<file path="src/rtl/izh_pkg.sv">
// Shared constants for the Izhikevich neuron scheduler: model constants and
// the sweep FSM state encoding.
package izh_pkg;

   // Neuron model constants
   localparam logic [7:0]  THRESH  = 8'd208;
   localparam logic [7:0]  V_RESET = 8'd0;
   localparam logic [15:0] U_INC   = 16'd1024;
   localparam logic [15:0] A       = 16'd24;
   localparam logic [15:0] B       = 16'd100;

   // Sweep FSM state encoding
   typedef logic [2:0] state_t;
   localparam state_t ST_IDLE  = 3'd0;
   localparam state_t ST_FETCH = 3'd1;
   localparam state_t ST_CALC  = 3'd2;
   localparam state_t ST_STORE = 3'd3;
   localparam state_t ST_DONE  = 3'd4;

endpackage

</file>
<file path="src/rtl/izh_scheduler_if.sv">
// Control/data bundle between a host and the neuron scheduler.
interface izh_scheduler_if #(
   parameter int N_NEURONS = 4,
   parameter int IDX_W     = 2
);
   logic                 enable;
   logic                 tick;
   logic                 cur_we;
   logic [IDX_W-1:0]     cur_sel;
   logic [7:0]           cur_data;
   logic [IDX_W-1:0]     v_sel;
   logic [7:0]           v_out;
   logic                 busy;
   logic                 done;
   logic [N_NEURONS-1:0] spike_vec;

   modport master (
      output enable, tick, cur_we, cur_sel, cur_data, v_sel,
      input  v_out, busy, done, spike_vec
   );

   modport slave (
      input  enable, tick, cur_we, cur_sel, cur_data, v_sel,
      output v_out, busy, done, spike_vec
   );
endinterface

</file>
<file path="src/rtl/izh_update.sv">
// One-neuron update datapath: combinational Izhikevich step on the latched
// operands, captured in a single result register while calc_en_i is high.
module izh_update
   import izh_pkg::*;
(
   input  logic        clk,
   input  logic        reset_n,
   input  logic        calc_en_i,
   input  logic [7:0]  v_i,
   input  logic [15:0] u_i,
   input  logic [7:0]  cur_i,
   output logic [7:0]  v_next_o,
   output logic [15:0] u_next_o,
   output logic        spike_o
);

   logic [15:0] v16;
   logic [15:0] sq_full;
   logic [15:0] sq;
   logic [15:0] lin;
   logic [15:0] v_sum;
   logic [15:0] diff;
   logic [15:0] prod;
   logic [15:0] du;
   logic [15:0] u_calc;
   logic [7:0]  v_calc;
   logic        spike_d;

   // All arithmetic is deliberately 16-bit modular; the square can wrap for large v.
   assign v16     = {8'd0, v_i};
   assign sq_full = 16'd2 * v16 * v16;
   assign sq      = sq_full >> 7;
   assign lin     = (16'd5 * v16) >> 7;
   assign v_sum   = sq + lin - u_i + {8'd0, cur_i};
   assign v_calc  = 8'(v_sum);
   assign diff    = B * v16 - u_i;
   assign prod    = A * diff;
   assign du      = prod >> 7;
   assign u_calc  = u_i + du;
   assign spike_d = (v_i >= THRESH);

   logic [7:0]  v_next_q;
   logic [15:0] u_next_q;
   logic        spike_q;

   // Capture the update result (spike reset or integration step) in CALC.
   always_ff @(posedge clk or negedge reset_n) begin
      if (!reset_n) begin
         v_next_q <= '0;
         u_next_q <= '0;
         spike_q  <= 1'b0;
      end else if (calc_en_i) begin
         spike_q <= spike_d;
         if (spike_d) begin
            v_next_q <= V_RESET;
            u_next_q <= u_i + U_INC;
         end else begin
            v_next_q <= v_calc;
            u_next_q <= u_calc;
         end
      end
   end

   assign v_next_o = v_next_q;
   assign u_next_o = u_next_q;
   assign spike_o  = spike_q;

endmodule

</file>
<file path="src/rtl/izh_scheduler.sv">
// Time-multiplexed Izhikevich neuron scheduler: one tick sweeps every neuron
// through FETCH/CALC/STORE using a single shared update unit.
module izh_scheduler
   import izh_pkg::*;
#(
   parameter int N_NEURONS = 4,
   parameter int IDX_W     = 2
) (
   input  logic           clk,
   input  logic           reset_n,
   izh_scheduler_if.slave bus
);

   localparam logic [IDX_W-1:0] LAST_IDX = IDX_W'(N_NEURONS - 1);

   state_t               state_q, state_d;
   logic [IDX_W-1:0]     idx_q, idx_d;
   logic [7:0]           v_q   [N_NEURONS];
   logic [15:0]          u_q   [N_NEURONS];
   logic [7:0]           cur_q [N_NEURONS];
   logic [7:0]           op_v_q;
   logic [15:0]          op_u_q;
   logic [7:0]           op_cur_q;
   logic [N_NEURONS-1:0] shadow_q;
   logic [N_NEURONS-1:0] spike_vec_q;
   logic                 done_q;
   logic [7:0]           upd_v;
   logic [15:0]          upd_u;
   logic                 upd_spike;

   // Sweep sequencing: accept a tick only when idle and enabled, then walk the indices.
   always_comb begin
      state_d = state_q;
      idx_d   = idx_q;
      case (state_q)
         ST_IDLE: begin
            if (bus.tick && bus.enable) begin
               state_d = ST_FETCH;
               idx_d   = '0;
            end
         end
         ST_FETCH: state_d = ST_CALC;
         ST_CALC:  state_d = ST_STORE;
         ST_STORE: begin
            if (idx_q == LAST_IDX) begin
               state_d = ST_DONE;
            end else begin
               state_d = ST_FETCH;
               idx_d   = idx_q + 1'b1;
            end
         end
         ST_DONE:  state_d = ST_IDLE;
         default:  state_d = ST_IDLE;
      endcase
   end

   // FSM state and neuron index registers.
   always_ff @(posedge clk or negedge reset_n) begin
      if (!reset_n) begin
         state_q <= ST_IDLE;
         idx_q   <= '0;
      end else begin
         state_q <= state_d;
         idx_q   <= idx_d;
      end
   end

   // Operand latch in FETCH; a same-edge current write is therefore not seen.
   always_ff @(posedge clk or negedge reset_n) begin
      if (!reset_n) begin
         op_v_q   <= '0;
         op_u_q   <= '0;
         op_cur_q <= '0;
      end else if (state_q == ST_FETCH) begin
         op_v_q   <= v_q[idx_q];
         op_u_q   <= u_q[idx_q];
         op_cur_q <= cur_q[idx_q];
      end
   end

   izh_update u_update (
      .clk       (clk),
      .reset_n   (reset_n),
      .calc_en_i (state_q == ST_CALC),
      .v_i       (op_v_q),
      .u_i       (op_u_q),
      .cur_i     (op_cur_q),
      .v_next_o  (upd_v),
      .u_next_o  (upd_u),
      .spike_o   (upd_spike)
   );

   // Host-written input currents, accepted in any state.
   always_ff @(posedge clk or negedge reset_n) begin
      if (!reset_n) begin
         for (int i = 0; i < N_NEURONS; i++) cur_q[i] <= '0;
      end else begin
         for (int i = 0; i < N_NEURONS; i++) begin
            if (bus.cur_we && (bus.cur_sel == IDX_W'(i))) cur_q[i] <= bus.cur_data;
         end
      end
   end

   // Membrane state write-back in STORE.
   always_ff @(posedge clk or negedge reset_n) begin
      if (!reset_n) begin
         for (int i = 0; i < N_NEURONS; i++) begin
            v_q[i] <= '0;
            u_q[i] <= '0;
         end
      end else if (state_q == ST_STORE) begin
         v_q[idx_q] <= upd_v;
         u_q[idx_q] <= upd_u;
      end
   end

   // Spike collection in a shadow vector, published together with the done pulse.
   always_ff @(posedge clk or negedge reset_n) begin
      if (!reset_n) begin
         shadow_q    <= '0;
         spike_vec_q <= '0;
         done_q      <= 1'b0;
      end else begin
         done_q <= (state_q == ST_DONE);
         if (state_q == ST_STORE) shadow_q[idx_q] <= upd_spike;
         if (state_q == ST_DONE) begin
            spike_vec_q <= shadow_q;
            shadow_q    <= '0;
         end
      end
   end

   assign bus.v_out     = v_q[bus.v_sel];
   assign bus.busy      = (state_q != ST_IDLE);
   assign bus.done      = done_q;
   assign bus.spike_vec = spike_vec_q;

endmodule

</file>
<file path="src/flat_wrapper.sv">
// flat-port wrapper written by rule: the top's interface ports become plain ports
module izh_scheduler_flat import izh_pkg::*;
#(
   parameter int N_NEURONS = 4,
   parameter int IDX_W     = 2
)
  (clk, reset_n, bus_enable, bus_tick, bus_cur_we, bus_cur_sel, bus_cur_data, bus_v_sel, bus_v_out, bus_busy, bus_done, bus_spike_vec);
  izh_scheduler_if #(.N_NEURONS(N_NEURONS), .IDX_W(IDX_W)) bus_i ();
  input  logic clk;
  input  logic reset_n;
  input wire logic [$bits(bus_i.enable)-1:0] bus_enable;
  input wire logic [$bits(bus_i.tick)-1:0] bus_tick;
  input wire logic [$bits(bus_i.cur_we)-1:0] bus_cur_we;
  input wire logic [$bits(bus_i.cur_sel)-1:0] bus_cur_sel;
  input wire logic [$bits(bus_i.cur_data)-1:0] bus_cur_data;
  input wire logic [$bits(bus_i.v_sel)-1:0] bus_v_sel;
  output wire logic [$bits(bus_i.v_out)-1:0] bus_v_out;
  output wire logic [$bits(bus_i.busy)-1:0] bus_busy;
  output wire logic [$bits(bus_i.done)-1:0] bus_done;
  output wire logic [$bits(bus_i.spike_vec)-1:0] bus_spike_vec;
  assign bus_i.enable = bus_enable;
  assign bus_i.tick = bus_tick;
  assign bus_i.cur_we = bus_cur_we;
  assign bus_i.cur_sel = bus_cur_sel;
  assign bus_i.cur_data = bus_cur_data;
  assign bus_i.v_sel = bus_v_sel;
  assign bus_v_out = bus_i.v_out;
  assign bus_busy = bus_i.busy;
  assign bus_done = bus_i.done;
  assign bus_spike_vec = bus_i.spike_vec;
  izh_scheduler #(.N_NEURONS(N_NEURONS), .IDX_W(IDX_W)) u_core (.clk(clk), .reset_n(reset_n), .bus(bus_i));
endmodule
</file>
<file path="config.mk">
export PLATFORM = sky130hd
export DESIGN_NAME = izh_scheduler_flat
export DESIGN_NICKNAME = d
export VERILOG_FILES = /design/src/rtl/izh_pkg.sv /design/src/rtl/izh_scheduler_if.sv /design/src/rtl/izh_update.sv /design/src/rtl/izh_scheduler.sv /design/src/flat_wrapper.sv
export SDC_FILE = /design/constraint.sdc
export NUM_CORES = 1
export LEC_CHECK = 0
export CAP_MARGIN = 20
export CORE_UTILIZATION = 45
export DETAILED_ROUTE_END_ITERATION = 12
export PLACE_DENSITY_LB_ADDON = 0.05
export SYNTH_ARGS = -nofsm -noshare
export SYNTH_HDL_FRONTEND = slang
export SYNTH_SLANG_ARGS = --single-unit
export TNS_END_PERCENT = 10
</file>
<file path="constraint.sdc">
create_clock -name clk -period 7.9 [get_ports clk]
set_clock_uncertainty 0.2 [all_clocks]
set_input_delay 0.79 -clock clk [delete_from_list [all_inputs] [get_ports clk]]
set_output_delay 0.79 -clock clk [all_outputs]
set_load 0.05 [all_outputs]
</file>
==> results by group, run 1 <==
Logic synthesis
  • Seq/Total Area, Yosys: about 39%
  • Mapped Area: approximately 12000 µm²
  • Syn_area_per_cell: 11.59 µm²
  • Cell taking the most area after synthesis: dfrtp_1
  • Most used DFF post-synth: dfrtp_1
  • Post-synth cell types: 53
  • Multiplexer share of the synthesized area: 19.05%
  • Synth Area in XOR/XNOR: 4.788%
  • Syn nets: 1177
  • Top-area cell type share of the netlist area: about 39%
  • Post-synth ARST share: 100.0%
  • Synth Register Bits: 181
  • Yosys Warn Count: 0
  • Largest family of logic cells by synthesized area: multiplexers
  • Post-synthesis compound-gate area fraction: 7.963%
  • Top cells by area, synth: dfrtp_1, mux2_2, ha_1, mux4_2, fa_1
  • Post-Synth Adder-Cell Area: 18.53%
  • Simple-Gate Fraction of Synth Area: 6.637%
  • Post-synthesis instance total: 1010
  • Post-synth EDFFs: 0

Drt
  • Vias per std cell: 5.312
  • Via count: about 7300
  • Post-route antenna net violation count: 0
  • Drt first-iter violations: between 300 and 400
  • First-pass detailed-route iteration total: 4
  • Routed Wire Length: between 20 and 30 mm
  • # DRC: 0
  • Wire per inst: 18.36 µm

Critical path
  • Cell repeated most along the worst path: inv_1
  • Crit-path slowest cell: fa_1
  • Critical Path AT: 7.08 ns
  • Kind of critical path: reg -> reg
  • Startpoint Class: flop
  • Crit end category: flop
  • CP Data Required Time: 8.02 ns
  • Worst Path Buf+Inv: 7
  • CP peak stage delay: 0.56 ns
  • Cell family with most CP delay: adder cells
  • Crit-path max FO: 10

STA
  • Fin. Hold Viols: 0
  • Slew headroom: 34.92%
  • Fin crit period: just under 7 ns
  • RSZ-0062 raised after global routing: no
  • Worst Tran Pin Value: 0.9762 ns
  • Tcrit/Tclk final: 88.12%
  • Max Clk Rate: 143.6 MHz
  • Final setup TNS: 0 ns
  • Setup violators final: 0
  • Max-slew violation count: 0

Global routing
  • GR Util All Layers: 20.75%
  • Total grt overflow: 0
  • First-pass GRT wire length: 42.03 mm
  • Vias in the first global route: around 7600
  • Largest net degree at the start of global routing: 106
  • Initial antenna violation count: 0

Placement
  • GPL Wtd Cong: just under 0.8
  • Port Buffers: 30
  • Final HPWL DP: roughly 18 mm

Clock network
  • Post-CTS Setup Bufs: 0
  • TritonCTS clock tree: done
  • CTS root buffer: clkbuf_16
  • CTS clk-pin slew, worst paths: 0.08 ns
  • H-tree depth: 4
  • Hold Buf Count CTS: 0
  • Clk buf depth: 2
  • TritonCTS buffer count: 17
  • Clk_lat worst skew: 0.43 ns
  • Post-CTS sizing: 0
  • Clk sinks: 181

Finish
  • Ant. Diodes: 0
  • Commonest non-fill, non-tap cell in the layout: dfrtp_1
  • Area growth, synth to finish: 10.78%
  • Most frequent cells in the layout: dfrtp_1, mux2_2, ha_1
  • Final #Nets: approximately 1200
  • Share of cells above drive strength 1: 20.82%
  • Filler cell count in the final layout: about 2300

Floorplan
  • Die Y-Extent: 163.3 µm
  • Initial core utilization: 46.22%
  • Die footprint: 26660 µm²
  • Site row count: 58
  • Core Region: 25330 µm²
  • I/O Pins: 31
  • Chip width: 163.3 µm

Flow run
  • Max Cap Viol: 0

Hold path
  • Worst Hold Class: in -> async

Run status
  • Status: complete, no violations
[metrics by stage]
step / worst slack [ns] / cell area (µm²) / utilization (%) / hold slack [ns] / cells
2_1_floorplan: 1.432 / 11710 / - / 0.2739 / 1010
3_3_place_gp: 1.037 / 12390 / 48.93 / 0.2822 / 1350
3_5_place_dp: 0.8771 / 12390 / 48.93 / 0.2890 / 1350
4_1_cts: 0.8863 / 12970 / 51.21 / 0.3027 / 1382
5_1_grt: 0.4368 / 12970 / 51.21 / 0.3067 / 1382
6_report: 0.9383 / 12970 / 51.21 / 0.2636 / 1382
[layer usage]
layer,GRT usage (%),wire length [µm]
met5,0,0
met4,4.970,257
met3,2.692,643
met2,31.93,11460
met1,30.89,13010
[kinds of logic after synthesis]
logic type / after synthesis
fa+ha+maj: 150
compound gates: 149
buf+inv: 133
xor+xnor: 64
flops: 181
mux: 161
simple gates: 171
other cells: 1
[final timing paths]
path                                       start                          end  slack, ns  depth (start not counted)
worst max register to register  u_core.op_v_q[0]  u_core.u_update.v_next_o[7]       0.94                         27
min in group clk                   u_core.u_q[7]                u_core.u_q[7]       0.30                          1
max in group asynchronous                reset_n              u_core.idx_q[0]       5.65                          2
worst min register to register     u_core.u_q[7]                u_core.u_q[7]       0.30                          1
worst max-delay path            u_core.op_v_q[0]  u_core.u_update.v_next_o[7]       0.94                         27
worst min-delay path                     reset_n               u_core.v_q[21]       0.26                          1
[state kept, by name (all words and copies together), names as in the netlist, 3 cells and up]
signal / flops
u_core.shadow_q: 4
u_core.bus.spike_vec: 4
u_core.u_update.v_next_o: 8
u_core.op_cur_q: 8
u_core.state_q: 3
u_core.cur_q: 32
u_core.u_update.u_next_o: 13
u_core.u_q: 52
u_core.op_v_q: 8
u_core.op_u_q: 13
u_core.v_q: 32
[cell usage after synthesis (17+ instances only)]
cell and count:
xnor2_1 51, inv_1 102, o21ai_0 52, ha_1 111, fa_1 39, mux2_2 124, dfrtp_1 181, nor2_1 45
mux4_2 37, clkbuf_1 17, a21oi_1 40, nand2_1 84
[cell type report]
class,instances,area [µm²],area share [%]
Multi-Input combinational cell,696,6679,51.50
Clock inverter,14,147.6,1.138
Timing Repair Buffer,41,386.6,2.981
Tap cell,330,412.9,3.184
Clock buffer,18,429.2,3.309
Sequential cell,181,4531,34.93
Inverter,102,382.9,2.952
Power of run 1 is not shown: default switching activity piles up to over one toggle a cycle in this logic, so the estimate is an artifact.
==> run 2, diff against run 1 <==
--- a/config.mk
+++ b/config.mk
@@ -6,7 +6,7 @@
 export NUM_CORES = 1
 export LEC_CHECK = 0
 export CAP_MARGIN = 20
-export CORE_UTILIZATION = 45
+export CORE_UTILIZATION = 35
 export DETAILED_ROUTE_END_ITERATION = 12
 export PLACE_DENSITY_LB_ADDON = 0.05
 export SYNTH_ARGS = -nofsm -noshare
==> constraint.sdc (replaced) <==
create_clock -name clk -period 7.9 [get_ports clk]
set_clock_uncertainty 0.2 [all_clocks]
set_input_delay 0.79 -clock clk [delete_from_list [all_inputs] [get_ports clk]]
set_output_delay 0.79 -clock clk [all_outputs]
set_load 0.01 [all_outputs]
==> run 2 against run 1 <==
Compared with the run above:
- global-route usage decreased by 3.6 points
- sequential cell count unchanged
- setup slack worse by 0.14 ns
- final cell count is 8.2% higher
- first-iteration DRC count fell by 37%
- sequential share of layout area shrank 0.62 points
- critical path depth is the same
- via count shrank 0.14%
- critical path type unchanged
- core utilization decreased by 11 points
- die area increased by 28%
- final area up 1.8%
- worst hold slack got worse by 0.13 ns
==> results by group, run 2 (synthesis results as in run 1) <==
Finish
  • Regs by FF count: u_core.u_q (52), u_core.cur_q (32), u_core.v_q (32)
  • Commonest non-fill, non-tap cell in the layout: dfrtp_1
  • Multi-input logic area: ~6700 µm²
  • Filler cell count in the final layout: 3237
  • Ant. Diodes: 0
  • Area growth, synth to finish: 12.77%
  • Most frequent cells in the layout: dfrtp_1, mux2_2, ha_1
  • Share of cells above drive strength 1: 20.89%
  • Largest Register: u_core.u_q
  • Finished Cell Area: 13200 µm²
  • Final #Nets: 1207
  • Reg area: 4531 µm²
  • Number of flip-flops in the largest register: 52

Drt
  • Drt first-iter violations: 239
  • WL met2: 12.53 mm
  • Vias per std cell: 4.904
  • Met3 WL: 617 µm
  • Uppermost layer routed: met4
  • First-pass detailed-route iteration total: 4
  • Routed Wire Length: 27.19 mm
  • Wire length on met1: 13.78 mm
  • Via count: 7331
  • Wire per inst: 18.19 µm
  • Post-route antenna net violation count: 0
  • # DRC: 0

STA
  • Tcrit/Tclk final: 89.87%
  • Slew headroom: 41.37%
  • Max-slew violation count: 0
  • Worst Tran Pin Value: just under 0.9 ns
  • Setup violators final: 0
  • Fin. Hold Viols: 0
  • RSZ-0062 raised after global routing: no
  • Max Clk Rate: approximately 140 MHz
  • Fin crit period: 7.100 ns
  • Final setup TNS: 0 ns

Critical path
  • Number of stages on the worst setup path: 27
  • Cell family with most CP delay: adder cells
  • Worst-case reg-to-reg path depth: 27
  • Kind of critical path: reg -> reg
  • Cell repeated most along the worst path: inv_1
  • Critical Path AT: 7.24 ns
  • CP peak stage delay: 0.56 ns
  • Worst setup startpoint: u_core.op_v_q[0]
  • Startpoint Class: flop
  • CP Data Required Time: 8.04 ns
  • RR Endpoint: u_core.u_update.v_next_o[7]
  • Worst Path Buf+Inv: 7
  • R2r setup slk: 0.80 ns
  • R2R Path Start: u_core.op_v_q[0]
  • Crit end category: flop
  • Crit-path max FO: 10
  • Crit-path slowest cell: fa_1
  • Crit path capture: u_core.u_update.v_next_o[7]

Clock network
  • Post-CTS Setup Bufs: 0
  • Post-CTS sizing: 0
  • TritonCTS buffer count: 17
  • CTS clk-pin slew, worst paths: about 0.070 ns
  • CTS root buffer: clkbuf_16
  • Clk_lat worst skew: 0.44 ns
  • H-tree depth: 4
  • TritonCTS clock tree: done
  • Clk buf depth: 2
  • Hold Buf Count CTS: 0
  • Clk sinks: approximately 180

Floorplan
  • Die footprint: 34180 µm²
  • Chip width: 184.9 µm
  • Initial core utilization: 35.80%
  • I/O Pins: 31
  • Site row count: 66
  • Core Region: 32700 µm²
  • Die Y-Extent: 184.9 µm

Placement
  • Final HPWL DP: 19.68 mm
  • GPL Wtd Cong: 0.7474
  • Port Buffers: 30
  • Post-placement cell area: 12540 µm²

Global routing
  • GR Util All Layers: 17.17%
  • First-pass GRT wire length: between 40 and 50 mm
  • Vias in the first global route: approximately 7700
  • Total grt overflow: 0
  • Largest net degree at the start of global routing: 69
  • Initial antenna violation count: 0

Flow run
  • Max Cap Viol: 0

Hold path
  • Worst Hold Class: in -> async

Run status
  • Status: complete, no violations
-- run 2: cell count changes in the layout (fill, tap and decap cells not counted), sizes merged --
cell and delta:
buf +1, clkbuf +3, clkinv -1, bufinv +5, inv -7
-- run 2: how the worst min path moves through the flow --
stage | depth (start not counted) | endpoint
floorplan | 1 | u_core.u_q[16]
global placement | 1 | u_core.cur_q[23]
detailed placement | 1 | u_core.u_q[27]
CTS | 1 | u_core.v_q[11]
global route | 1 | u_core.v_q[11]
finish | 1 | u_core.v_q[11]
-- run 2: cell type report --
cell class | count | share of cell area [%]
clock inverter | 11 | 1.488
sequential | 181 | 34.32
clock buffer | 21 | 3.488
tap | 442 | 4.189
multi-input combinational | 696 | 50.63
inverter | 102 | 2.900
timing repair buffer | 42 | 2.986
-- run 2: metrics by stage --
stage / setup slack, ns / hold WS, ns / std cells / util [%]
finish: 0.8001 / 0.1328 / 1495 / 40.37
detailed placement: 0.8061 / 0.2877 / 1463 / 38.36
global route: 0.2961 / 0.1608 / 1495 / 40.37
global placement: 0.8944 / 0.2822 / 1463 / 38.36
CTS: 0.7844 / 0.1505 / 1495 / 40.37
floorplan: 1.432 / 0.2739 / 1010 / -
-- run 2: metal layers --
| metal | GRT usage [%] | vias to the layer above |
|---|---|---|
| met1 | 25.01 | 3664 |
| met5 | 0 | - |
| met4 | 3.967 | 0 |
| met2 | 26.83 | 77 |
| li1 | - | 3571 |
| met3 | 2.477 | 19 |
Power of run 2 is left out for the same reason.
==> run 3, diff against run 2 <==
--- a/config.mk
+++ b/config.mk
@@ -6,10 +6,11 @@
 export NUM_CORES = 1
 export LEC_CHECK = 0
 export CAP_MARGIN = 20
-export CORE_UTILIZATION = 35
+export CORE_UTILIZATION = 56
 export DETAILED_ROUTE_END_ITERATION = 12
+export MAX_ROUTING_LAYER = met4
 export PLACE_DENSITY_LB_ADDON = 0.05
 export SYNTH_ARGS = -nofsm -noshare
 export SYNTH_HDL_FRONTEND = slang
 export SYNTH_SLANG_ARGS = --single-unit
-export TNS_END_PERCENT = 10
+export TNS_END_PERCENT = 20
==> run 3 against run 2 <==
Compared with the run above:
- largest cell class unchanged
- worst hold slack gained 0.070 ns
- wire length shrank 10%
- clock-buffer cell count fell by 3
- core utilization increased by 23 points
- final cell count is 12% lower
- first-iteration DRC count is 41% higher
- final area is 2.0% lower
- die area decreased by 37%
- non-clock buffer count stayed put
==> results by group, run 3 (synthesis results as in run 1) <==
Floorplan
  • I/O Pins: 31
  • Die Y-Extent: 146.6 µm
  • Die footprint: 21490 µm²
  • Site row count: 52
  • Initial core utilization: 57.48%
  • Chip width: 146.6 µm
  • Core Region: 20360 µm²

STA
  • Max-slew violation count: 0
  • Slew headroom: 43.10%
  • Worst Tran Pin Value: 0.8535 ns
  • Max Clk Rate: between 100 and 150 MHz
  • Tcrit/Tclk final: approximately nine tenths
  • RSZ-0062 raised after global routing: no
  • Fin. Hold Viols: 0
  • Fin crit period: 7.015 ns
  • Final setup TNS: 0 ns
  • Setup violators final: 0

Global routing
  • GR Util All Layers: about a quarter
  • Initial antenna violation count: 0
  • First-pass GRT wire length: 40.63 mm
  • Largest net degree at the start of global routing: 80
  • Vias in the first global route: roughly 7600
  • Total grt overflow: 0

Clock network
  • TritonCTS buffer count: 17
  • Post-CTS Setup Bufs: 0
  • Clk sinks: 181
  • Clk buf depth: 2
  • CTS root buffer: clkbuf_16
  • Post-CTS sizing: 0
  • TritonCTS clock tree: done
  • CTS clk-pin slew, worst paths: 0.07 ns
  • Clk_lat worst skew: 0.43 ns
  • Hold Buf Count CTS: 0
  • H-tree depth: 4

Critical path
  • Crit path capture: u_core.u_update.v_next_o[7]
  • CP Data Required Time: 8.02 ns
  • RR Endpoint: u_core.u_update.v_next_o[7]
  • Startpoint Class: flop
  • Worst setup startpoint: u_core.op_v_q[0]
  • R2R Path Start: u_core.op_v_q[0]
  • Worst-case reg-to-reg path depth: 27
  • R2r setup slk: 0.88 ns
  • Crit end category: flop
  • Kind of critical path: reg -> reg
  • Critical Path AT: 7.13 ns
  • Crit-path max FO: 10

Drt
  • Vias per std cell: 5.685
  • Drt first-iter violations: 337
  • First-pass detailed-route iteration total: 4
  • # DRC: 0
  • Routed Wire Length: around 24 mm
  • Wire per inst: ~18 µm
  • Post-route antenna net violation count: 0
  • Via count: 7521

Finish
  • Share of cells above drive strength 1: 20.99%
  • Filler cell count in the final layout: 1612
  • Regs by FF count: u_core.u_q (52), u_core.cur_q (32), u_core.v_q (32)
  • Area growth, synth to finish: 10.56%
  • Ant. Diodes: 0
  • Largest Register: u_core.u_q
  • Number of flip-flops in the largest register: 52
  • Most frequent cells in the layout: dfrtp_1, mux2_2, ha_1
  • Final #Nets: 1207
  • Commonest non-fill, non-tap cell in the layout: dfrtp_1

Placement
  • Final HPWL DP: 17.37 mm
  • Port Buffers: 30
  • GPL Wtd Cong: 0.8273

Hold path
  • Worst Hold Class: in -> async

Run status
  • Status: complete, no violations

Flow run
  • Max Cap Viol: 0
-- run 3: worst min-delay path by stage --
| stage | start | slack [ns] | to | cells after the start |
|---|---|---|---|---|
| 2_1_floorplan | u_core.u_q[16] | 0.27 | u_core.u_q[16] | 1 |
| 3_3_place_gp | u_core.u_q[23] | 0.28 | u_core.u_q[23] | 1 |
| 3_5_place_dp | u_core.u_q[19] | 0.29 | u_core.u_q[19] | 1 |
| 4_1_cts | reset_n | 0.22 | u_core.cur_q[10] | 1 |
| 5_1_grt | reset_n | 0.27 | u_core.cur_q[2] | 1 |
| 6_report | reset_n | 0.20 | u_core.cur_q[2] | 1 |
-- run 3: through the flow --
step                      setup slack (ns)  instance area (µm²)  instances  util, %  hold WS, ns
after floorplan                      1.432                11710       1010        -       0.2739
after global placement               1.073                12320       1291    60.51       0.2810
after detailed placement            0.8957                12320       1291    60.51       0.2874
after CTS                           0.8972                12940       1323    63.55       0.2158
after global routing                0.4049                12940       1323    63.55       0.2668
final                               0.8849                12940       1323    63.55       0.2030
-- run 3: metal layers --
metal / share of wire [%] / vias up / GRT usage (%)
li1: - / 3561 / -
met5: 0 / - / -
met1: 50 / 3821 / 37.45
met2: 46 / 120 / 37.11
met3: 3.0 / 19 / 2.906
met4: 1.3 / 0 / 6.354
-- run 3: cell type report --
| class | count | area (µm²) | area share (%) |
|---|---|---|---|
| inverters | 102 | 382.9 | 2.958 |
| multi-input cells | 696 | 6679 | 51.60 |
| flip-flops and latches | 181 | 4531 | 35.01 |
| well taps | 270 | 337.8 | 2.610 |
| clock buffers | 18 | 439.2 | 3.393 |
| clock inverters | 14 | 181.4 | 1.402 |
| repair buffers | 42 | 391.6 | 3.026 |
-- run 3: worst max-delay path, stage by stage, from the launching register on --
cell,delay [ns]
dfrtp_1,0.58
inv_1,0.13
nor2_1,0.15
inv_1,0.11
fa_1,0.56
xnor2_1,0.13
xnor2_1,0.11
fa_1,0.53
inv_1,0.05
fa_1,0.53
inv_1,0.04
ha_1,0.30
inv_1,0.05
a2111oi_2,0.43
nor2_1,0.16
fa_1,0.53
inv_1,0.05
fa_1,0.49
inv_1,0.05
ha_1,0.22
fa_1,0.41
a21o_1,0.17
a21oi_1,0.22
o21bai_1,0.09
a21oi_1,0.18
xnor2_1,0.15
xnor2_1,0.09
a22o_1,0.19
Power of run 3 is left out for the same reason.
